[src/rtl/mux_select_sequencer_if.sv]
// Handshake and mux-drive bundle between an upstream word source and mux_select_sequencer.
interface mux_select_sequencer_if #(
  parameter int DATA_W = 8,
  parameter int SEL_W  = 3
) ();
  logic              in_valid;
  logic              in_ready;
  logic [DATA_W-1:0] in_data;
  logic [DATA_W-1:0] mux_data;
  logic [SEL_W-1:0]  mux_sel;
  logic              sel_valid;
  logic              sel_last;
  logic              done;
  logic              busy;

  // master is the upstream word source; slave is the sequencer
  modport master (
    output in_valid, in_data,
    input  in_ready, mux_data, mux_sel, sel_valid, sel_last, done, busy
  );

  modport slave (
    input  in_valid, in_data,
    output in_ready, mux_data, mux_sel, sel_valid, sel_last, done, busy
  );
endinterface

[src/rtl/mux_select_sequencer.sv]
// Drives an 8:1 mux: latches a word, then walks the select through every code, HOLD_CYCLES each.
// Define SEQ_DESCEND_EN to serialise MSB first (select 7 down to 0) instead of LSB first.
module mux_select_sequencer #(
  parameter int DATA_W      = 8,
  parameter int SEL_W       = 3,
  parameter int HOLD_CYCLES = 2
) (
  input logic              clk,
  input logic              rst,
  mux_select_sequencer_if.slave bus
);

  localparam int HOLD_W = 8;
  localparam logic [HOLD_W-1:0] HOLD_LAST = HOLD_W'(HOLD_CYCLES - 1);

`ifdef SEQ_DESCEND_EN
  localparam logic [SEL_W-1:0] START_CODE = SEL_W'(DATA_W - 1);
  localparam logic [SEL_W-1:0] FINAL_CODE = '0;
`else
  localparam logic [SEL_W-1:0] START_CODE = '0;
  localparam logic [SEL_W-1:0] FINAL_CODE = SEL_W'(DATA_W - 1);
`endif

  typedef enum logic [1:0] {IDLE, RUN, DONE} state_t;

  state_t              state, state_nx;
  logic [DATA_W-1:0]   mux_data, data_nx;
  logic [SEL_W-1:0]    mux_sel, sel_nx;
  logic [HOLD_W-1:0]   hold_cnt, hold_nx;

  always_ff @(posedge clk) begin
    if (rst) begin
      state    <= IDLE;
      mux_data <= '0;
      mux_sel  <= '0;
      hold_cnt <= '0;
    end else begin
      state    <= state_nx;
      mux_data <= data_nx;
      mux_sel  <= sel_nx;
      hold_cnt <= hold_nx;
    end
  end

  // in_ready is IDLE qualified by rst, so a handshake under reset never looks accepted
  always_comb begin
    state_nx = state;
    data_nx  = mux_data;
    sel_nx   = mux_sel;
    hold_nx  = hold_cnt;
    case (state)
      IDLE: begin
        if (bus.in_valid) begin
          data_nx  = bus.in_data;
          sel_nx   = START_CODE;
          hold_nx  = '0;
          state_nx = RUN;
        end
      end
      RUN: begin
        if (hold_cnt == HOLD_LAST) begin
          hold_nx = '0;
          if (mux_sel == FINAL_CODE) begin
            state_nx = DONE;
          end else begin
`ifdef SEQ_DESCEND_EN
            sel_nx = mux_sel - SEL_W'(1);
`else
            sel_nx = mux_sel + SEL_W'(1);
`endif
          end
        end else begin
          hold_nx = hold_cnt + HOLD_W'(1);
        end
      end
      DONE: begin
        state_nx = IDLE;
      end
      default: begin
        state_nx = IDLE;
      end
    endcase
  end

  assign bus.in_ready  = (state == IDLE) && !rst;
  assign bus.busy      = (state == RUN);
  assign bus.sel_valid = (state == RUN);
  assign bus.sel_last  = (state == RUN) && (mux_sel == FINAL_CODE);
  assign bus.done      = (state == DONE);
  assign bus.mux_data  = mux_data;
  assign bus.mux_sel   = mux_sel;

endmodule

[src/flat_wrapper.sv]
// flat-port wrapper written by rule: the top's interface ports become plain ports
module mux_select_sequencer_flat 
#(
  parameter int DATA_W      = 8,
  parameter int SEL_W       = 3,
  parameter int HOLD_CYCLES = 2
)
  (clk, rst, bus_in_valid, bus_in_data, bus_in_ready, bus_mux_data, bus_mux_sel, bus_sel_valid, bus_sel_last, bus_done, bus_busy);
  mux_select_sequencer_if #(.DATA_W(DATA_W), .SEL_W(SEL_W)) bus_i ();
  input logic clk;
  input logic rst;
  input wire logic [$bits(bus_i.in_valid)-1:0] bus_in_valid;
  input wire logic [$bits(bus_i.in_data)-1:0] bus_in_data;
  output wire logic [$bits(bus_i.in_ready)-1:0] bus_in_ready;
  output wire logic [$bits(bus_i.mux_data)-1:0] bus_mux_data;
  output wire logic [$bits(bus_i.mux_sel)-1:0] bus_mux_sel;
  output wire logic [$bits(bus_i.sel_valid)-1:0] bus_sel_valid;
  output wire logic [$bits(bus_i.sel_last)-1:0] bus_sel_last;
  output wire logic [$bits(bus_i.done)-1:0] bus_done;
  output wire logic [$bits(bus_i.busy)-1:0] bus_busy;
  assign bus_i.in_valid = bus_in_valid;
  assign bus_i.in_data = bus_in_data;
  assign bus_in_ready = bus_i.in_ready;
  assign bus_mux_data = bus_i.mux_data;
  assign bus_mux_sel = bus_i.mux_sel;
  assign bus_sel_valid = bus_i.sel_valid;
  assign bus_sel_last = bus_i.sel_last;
  assign bus_done = bus_i.done;
  assign bus_busy = bus_i.busy;
  mux_select_sequencer #(.DATA_W(DATA_W), .SEL_W(SEL_W), .HOLD_CYCLES(HOLD_CYCLES)) u_core (.clk(clk), .rst(rst), .bus(bus_i));
endmodule
[config.mk]
export PLATFORM = sky130hd
export DESIGN_NAME = mux_select_sequencer_flat
export DESIGN_NICKNAME = d
export VERILOG_FILES = /design/src/rtl/mux_select_sequencer_if.sv /design/src/rtl/mux_select_sequencer.sv /design/src/flat_wrapper.sv
export SDC_FILE = /design/constraint.sdc
export NUM_CORES = 1
export LEC_CHECK = 0
export BUFFER_PORTS_ARGS = -buffer_cell sky130_fd_sc_hd__buf_2
export CAP_MARGIN = 20
export CORE_ASPECT_RATIO = 0.75
export CORE_MARGIN = 1.5
export CORE_UTILIZATION = 30
export CTS_BUF_LIST = sky130_fd_sc_hd__clkbuf_2
export DETAILED_ROUTE_END_ITERATION = 10
export GPL_TIMING_DRIVEN = 0
export PLACE_DENSITY = 0.63
export SYNTH_ARGS = -nofsm -noshare
export SYNTH_HDL_FRONTEND = slang
export SYNTH_SLANG_ARGS = --single-unit
[constraint.sdc]
create_clock -name clk -period 1.4 [get_ports clk]
set_input_delay 0.28 -clock clk [delete_from_list [all_inputs] [get_ports clk]]
set_output_delay 0.28 -clock clk [all_outputs]
set_load 0.03 [all_outputs]
## After elaboration in Yosys (flattened, before gate mapping)

Index checks and enable logic that the tools add are counted.

- Add/subtract/negate cells: 2
- Multiply operators: 0
- Divide/modulo/power cells: 0
- Order comparisons: 0
- Eq/ne operators: 8
- Shifts and indexed selects: 0
- Multiplexer cells: 11
- Bitwise gates (word level): 0
- Reductions and logical operators: 9

Operators by type and width:

| operator | number |
|---|---|
| two-way mux 8 bit | 2 |
| case mux 8 bit (2 select lines) | 1 |
| two-way mux 3 bit | 3 |
| adder 8 x 1 -> 8 bit, second input constant | 1 |
| equality test 8 x 1 -> 1 bit, second input constant | 1 |
| two-way mux 2 bit | 3 |
| case mux 3 bit (2 select lines) | 1 |
| != test 2 x 1 -> 1 bit, second input constant | 2 |
| != test 2 bit, second input constant | 2 |
| case mux 2 bit (2 select lines) | 1 |
| AND reduction 2 bit | 2 |
| AND reduction 4 bit | 1 |
| adder 3 x 1 -> 3 bit, second input constant | 1 |
| equality test 3 bit, second input constant | 1 |
| AND reduction 3 bit | 1 |
| equality test 2 x 1 -> 1 bit, second input constant | 1 |
| equality test 2 bit, second input constant | 1 |
| logical AND 1 bit | 2 |
| zero test 2 bit | 1 |
| nonzero test 2 bit | 1 |
| zero test 1 bit | 1 |

- Register bits: 21
- Latch bits: 0
- Bits in writable memories: 0
- Memory bits (read-only): 0
- Bits of input ports: 11
- Output and inout port bits: 16
- Word-level logic and storage cells: 34
- Memories: 0

## Longest topological paths before layout

- Word-level depth: 4
- Depth in mapped cells: 6
- Depth with buffers taken out: 6

## Worst setup path before layout

OpenSTA, ideal clock, no wires.

- Kind: register to register
- Start: register u_core.mux_sel[0] (netlist: u_core.bus.mux_sel[0])
- End: register u_core.mux_sel[0] (netlist: u_core.bus.mux_sel[0])
- Setup time: 0.074 ns
- Arrival time: 1.477 ns
- Required time: 1.326 ns
- Path slack: -0.151 ns
- Cell stages (with the launch flop): 6
- Path buffers: 0
- Clock period less this slack: 1.551 ns
- Cells stage by stage: dfxtp_1 ha_1 ha_1 nand3b_1 or3_1 a31oi_1

- Cells in the longest elaborated chain, start to end: 4
- Elaborated cells on any way between the ends: 7
- Classes of those cells: 1 x add/sub; 2 x eq/ne; 3 x mux; 1 x reduce/logical

Ends and longest elaborated chain:

| what | line | text |
|---|---|---|
| start: declaration | mux_select_sequencer.sv:28 | `logic [SEL_W-1:0] mux_sel, sel_nx;` |
| start signal: assignment | mux_select_sequencer.sv:40 | `mux_sel <= sel_nx;` |
| adder 3 x 1 -> 3 bit | mux_select_sequencer.sv:69 | `sel_nx = mux_sel + SEL_W'(1);` |
| two-way mux 3 bit | mux_select_sequencer.sv:63 | `if (mux_sel == FINAL_CODE) begin` |
| two-way mux 3 bit | mux_select_sequencer.sv:61 | `if (hold_cnt == HOLD_LAST) begin` |
| case mux 3 bit (2 select lines) | mux_select_sequencer.sv:51 | `case (state)` |

Parallel ways exist; a longest one is shown, timed or not. The select of a mux whose other input is x is not followed.
A chain may end at the register's enable or synchronous reset.

## Final worst setup path

- Start: register u_core.mux_sel[0] (netlist: u_core.bus.mux_sel[0])
- End: output bus_sel_last

- Cells in the longest elaborated chain, start to end: 2

Ends and longest elaborated chain:

| what | line | text |
|---|---|---|
| equality test 3 bit | mux_select_sequencer.sv:88 | `assign bus.sel_last = (state == RUN) && (mux_sel == FINAL_CODE);` |
| logical AND 1 bit | mux_select_sequencer.sv:88 |  |
| end: declaration | flat_wrapper.sv:18 | `output wire logic [$bits(bus_i.sel_last)-1:0] bus_sel_last;` |

Every way passes these cells.

==> impl_metrics.json <==
{
  "numCtsBuffers": 3,
  "crit_type": "register to output pin",
  "ys_top_cells_by_count": "nand2_1, dfxtp_1, a21oi_1",
  "drtPass1Iterations": 6,
  "dp_cells": 182,
  "synth.avg_cell_area_um2": 8.30,
  "cp_common_cell": "ha_4",
  "htreeDepth": 1,
  "total_power_mw": 1.26,
  "initial_utilization_pct": 32.5,
  "wl_mm": 2.52,
  "cap_viol_max_count": 0,
  "ant_nets": 0,
  "layout-drive-gt1-share_pct": 47.9,
  "syn_to_final_growth_pct": 51.5,
  "wl_per_cell_um": 12.6,
  "cts_buffer_depth": 2,
  "hold_violations": 0,
  "drcViolationCount": 0,
  "synth_nets": 134,
  "cp_slowest_cell": "dfxtp_4",
  "die_h_um": 52.7,
  "cts_root_buf": "clkbuf_2",
  "ys_seq_area_share_pct": 42.6,
  "via_count": 983,
  "async_flop_share_pct": 0,
  "slew_headroom_pct": 58.5,
  "worstMarginPinSlew_ns": 0.622,
  "slew_violations": 0,
  "grt_pass1_wl_mm": 3.91,
  "antenna_found_initial": 0,
  "ys_warn_count": 0,
  "drt_iter0_drc": 27,
  "cp-end-kind": "output pin",
  "gp_congestion": 0.741,
  "num_rows": 17,
  "num_io_pins": 27,
  "yosysUniqueCellTypes": 31,
  "violations": "negative setup slack",
  "post-synth-top-area-fraction_pct": 42.6,
  "final_cells": 201,
  "clock_skew_ns": 0.0182,
  "first_global_vias": 858,
  "critPathBufInv": 1,
  "rsz0062_at_grt": "yes",
  "path_max_fanout": 2,
  "synthCells": 119,
  "worstSkewPairLatency_ns": 0.34,
  "diodes": 0,
  "synth-edff-count": 0,
  "startpoint_type": "register",
  "layout_min_cycle_time_ns": 1.59,
  "cts.sinks": 21,
  "die_area_um2": 3650,
  "path_clk_slew_ns": 0.22,
  "crit_arrival_ns": 1.31,
  "power_density_nw_per_um2": 844,
  "max-vdd-ir-drop_uv": 661,
  "p_leak_nw": 0.627,
  "timing.final.crit_share_pct": 113,
  "synth_area_leaders": "dfxtp_1, nand2_1, a21oi_1",
  "min_path_type": "primary input to register",
  "place_hpwl_mm": 1.60,
  "grt-ovfl-total": 0,
  "avgViaCountPerCell": 4.89,
  "coreArea_um2": 3040,
  "slowest_delay_ns": 0.40,
  "synthesis.area_um2": 987,
  "setup_ws_ns": -0.187,
  "critPathTopFamily": "flip-flops",
  "crit_required_ns": 1.12,
  "status": "complete, but fails checks",
  "cts_tree": "done",
  "fmax_mhz": 630,
  "setup_viol": 13,
  "die_w_um": 69.2,
  "ys_ff_latch": 21,
  "grtUsageTotal_pct": 13.8,
  "yosysMostFrequentCell": "nand2_1",
  "path_cells": "ha_4, ha_4, and2_4, buf_6",
  "grt_max_degree": 13,
  "synth_ff_type": "dfxtp_1",
  "yosysTopAreaCell": "dfxtp_1",
  "port_buffers": 25,
  "final_nets": 179
}
==> path summary, 6_finish.rpt <==
| path | startpoint | to | slack (ns) | cells past startpoint |
|---|---|---|---|---|
| setup / recovery | u_core.bus.mux_sel[0]$_SDFFE_PP0P_ | bus_sel_last | -0.19 | 4 |
| hold / removal | bus_in_data[4] | u_core.bus.mux_data[4]$_SDFFE_PP0P_ | 0.13 | 3 |
| setup reg to reg | u_core.hold_cnt[1]$_SDFFE_PP0P_ | u_core.hold_cnt[5]$_SDFFE_PP0P_ | -0.16 | 7 |
| hold reg to reg | u_core.bus.mux_data[2]$_SDFFE_PP0P_ | u_core.bus.mux_data[2]$_SDFFE_PP0P_ | 0.47 | 2 |
==> power by group <==
part | internal, mW | switching (mW)
registers | 0.624 | 0.0213
clock network | 0.0647 | 0.202
logic | 0.156 | 0.194
==> cells in the final DEF (no fill, tap or decap), types with 2 or more instances in the layout <==
master    count
o21ai_1       2
buf_2        20
a21oi_2       3
nor3_4        2
a21oi_1       9
inv_1         2
nand2_1      22
dfxtp_4       3
nand2b_1      3
clkbuf_2      4
buf_6        12
clkbuf_1      2
o21ai_2       2
nor2_1       11
buf_4        10
a31oi_1       4
nand3_1       4
a32o_1        2
ha_4          3
dfxtp_2       4
dfxtp_1      14
==> sequential cells by signal, summed over array words and instances (netlist names) <==
name,count
u_core.bus.mux_data,8
u_core.hold_cnt,8
u_core.bus.mux_sel,3
u_core.state,2
==> worst min-delay path: stages <==
cell and delay [ns]:
buf_2 0.09, nand2_1 0.05, a21oi_1 0.05
==> cell families (layout without fill, tap and decap cells) <==
group	Yosys count	in the layout	synth area share [%]
flip-flops	21	21	42.6
XOR/XNOR	1	1	0.887
adder cells (fa/ha/maj)	4	4	5.07
multiplexers	1	1	1.01
AO/OA/AOI/OAI	28	28	17.5
AND/OR/NAND/NOR	55	55	28.4
buffers and inverters	9	53	4.56
==> layer usage <==
metal | track usage (%) | wire length [um]
met2 | 22.3 | 1220
met5 | 0 | 0
met3 | 4.62 | 73
met4 | 2.94 | 20
met1 | 18.1 | 1210
==> final cells by class <==
cell class                      count  area, um^2
Clock buffer                        3        15.0
Multi-Input combinational cell     89         651
Fill cell                         294        1550
Timing Repair Buffer               40         292
Inverter                            4        17.5
Buffer                              5        31.3
Tap cell                           38        47.5
Clock inverter                      1        5.00
Sequential cell                    21         437
==> repair_timing <==
item	in CTS	in global routing
resized for setup	33	20
endpoints found under the hold margin	0	0
hold buffers	0	0
endpoints found under the setup margin	14	17
buffers inserted	15	0
pin swaps	7	11
cloned	0	0
==> per-stage QoR <==
| stage | hold WS [ns] | setup WS, ns | area [um^2] | util [%] | TNS [ns] |
|---|---|---|---|---|---|
| floorplan | 0.416 | -0.0338 | 997 | - | -0.0544 |
| global placement | 0.440 | -0.172 | 1170 | 38.5 | -0.757 |
| detailed placement | 0.445 | -0.207 | 1170 | 38.5 | -0.950 |
| CTS | 0.121 | -0.203 | 1420 | 46.6 | -1.37 |
| global route | 0.106 | -0.242 | 1500 | 49.2 | -2.28 |
| finish | 0.132 | -0.187 | 1500 | 49.2 | -1.39 |
Power figures use the tool's default switching activity.
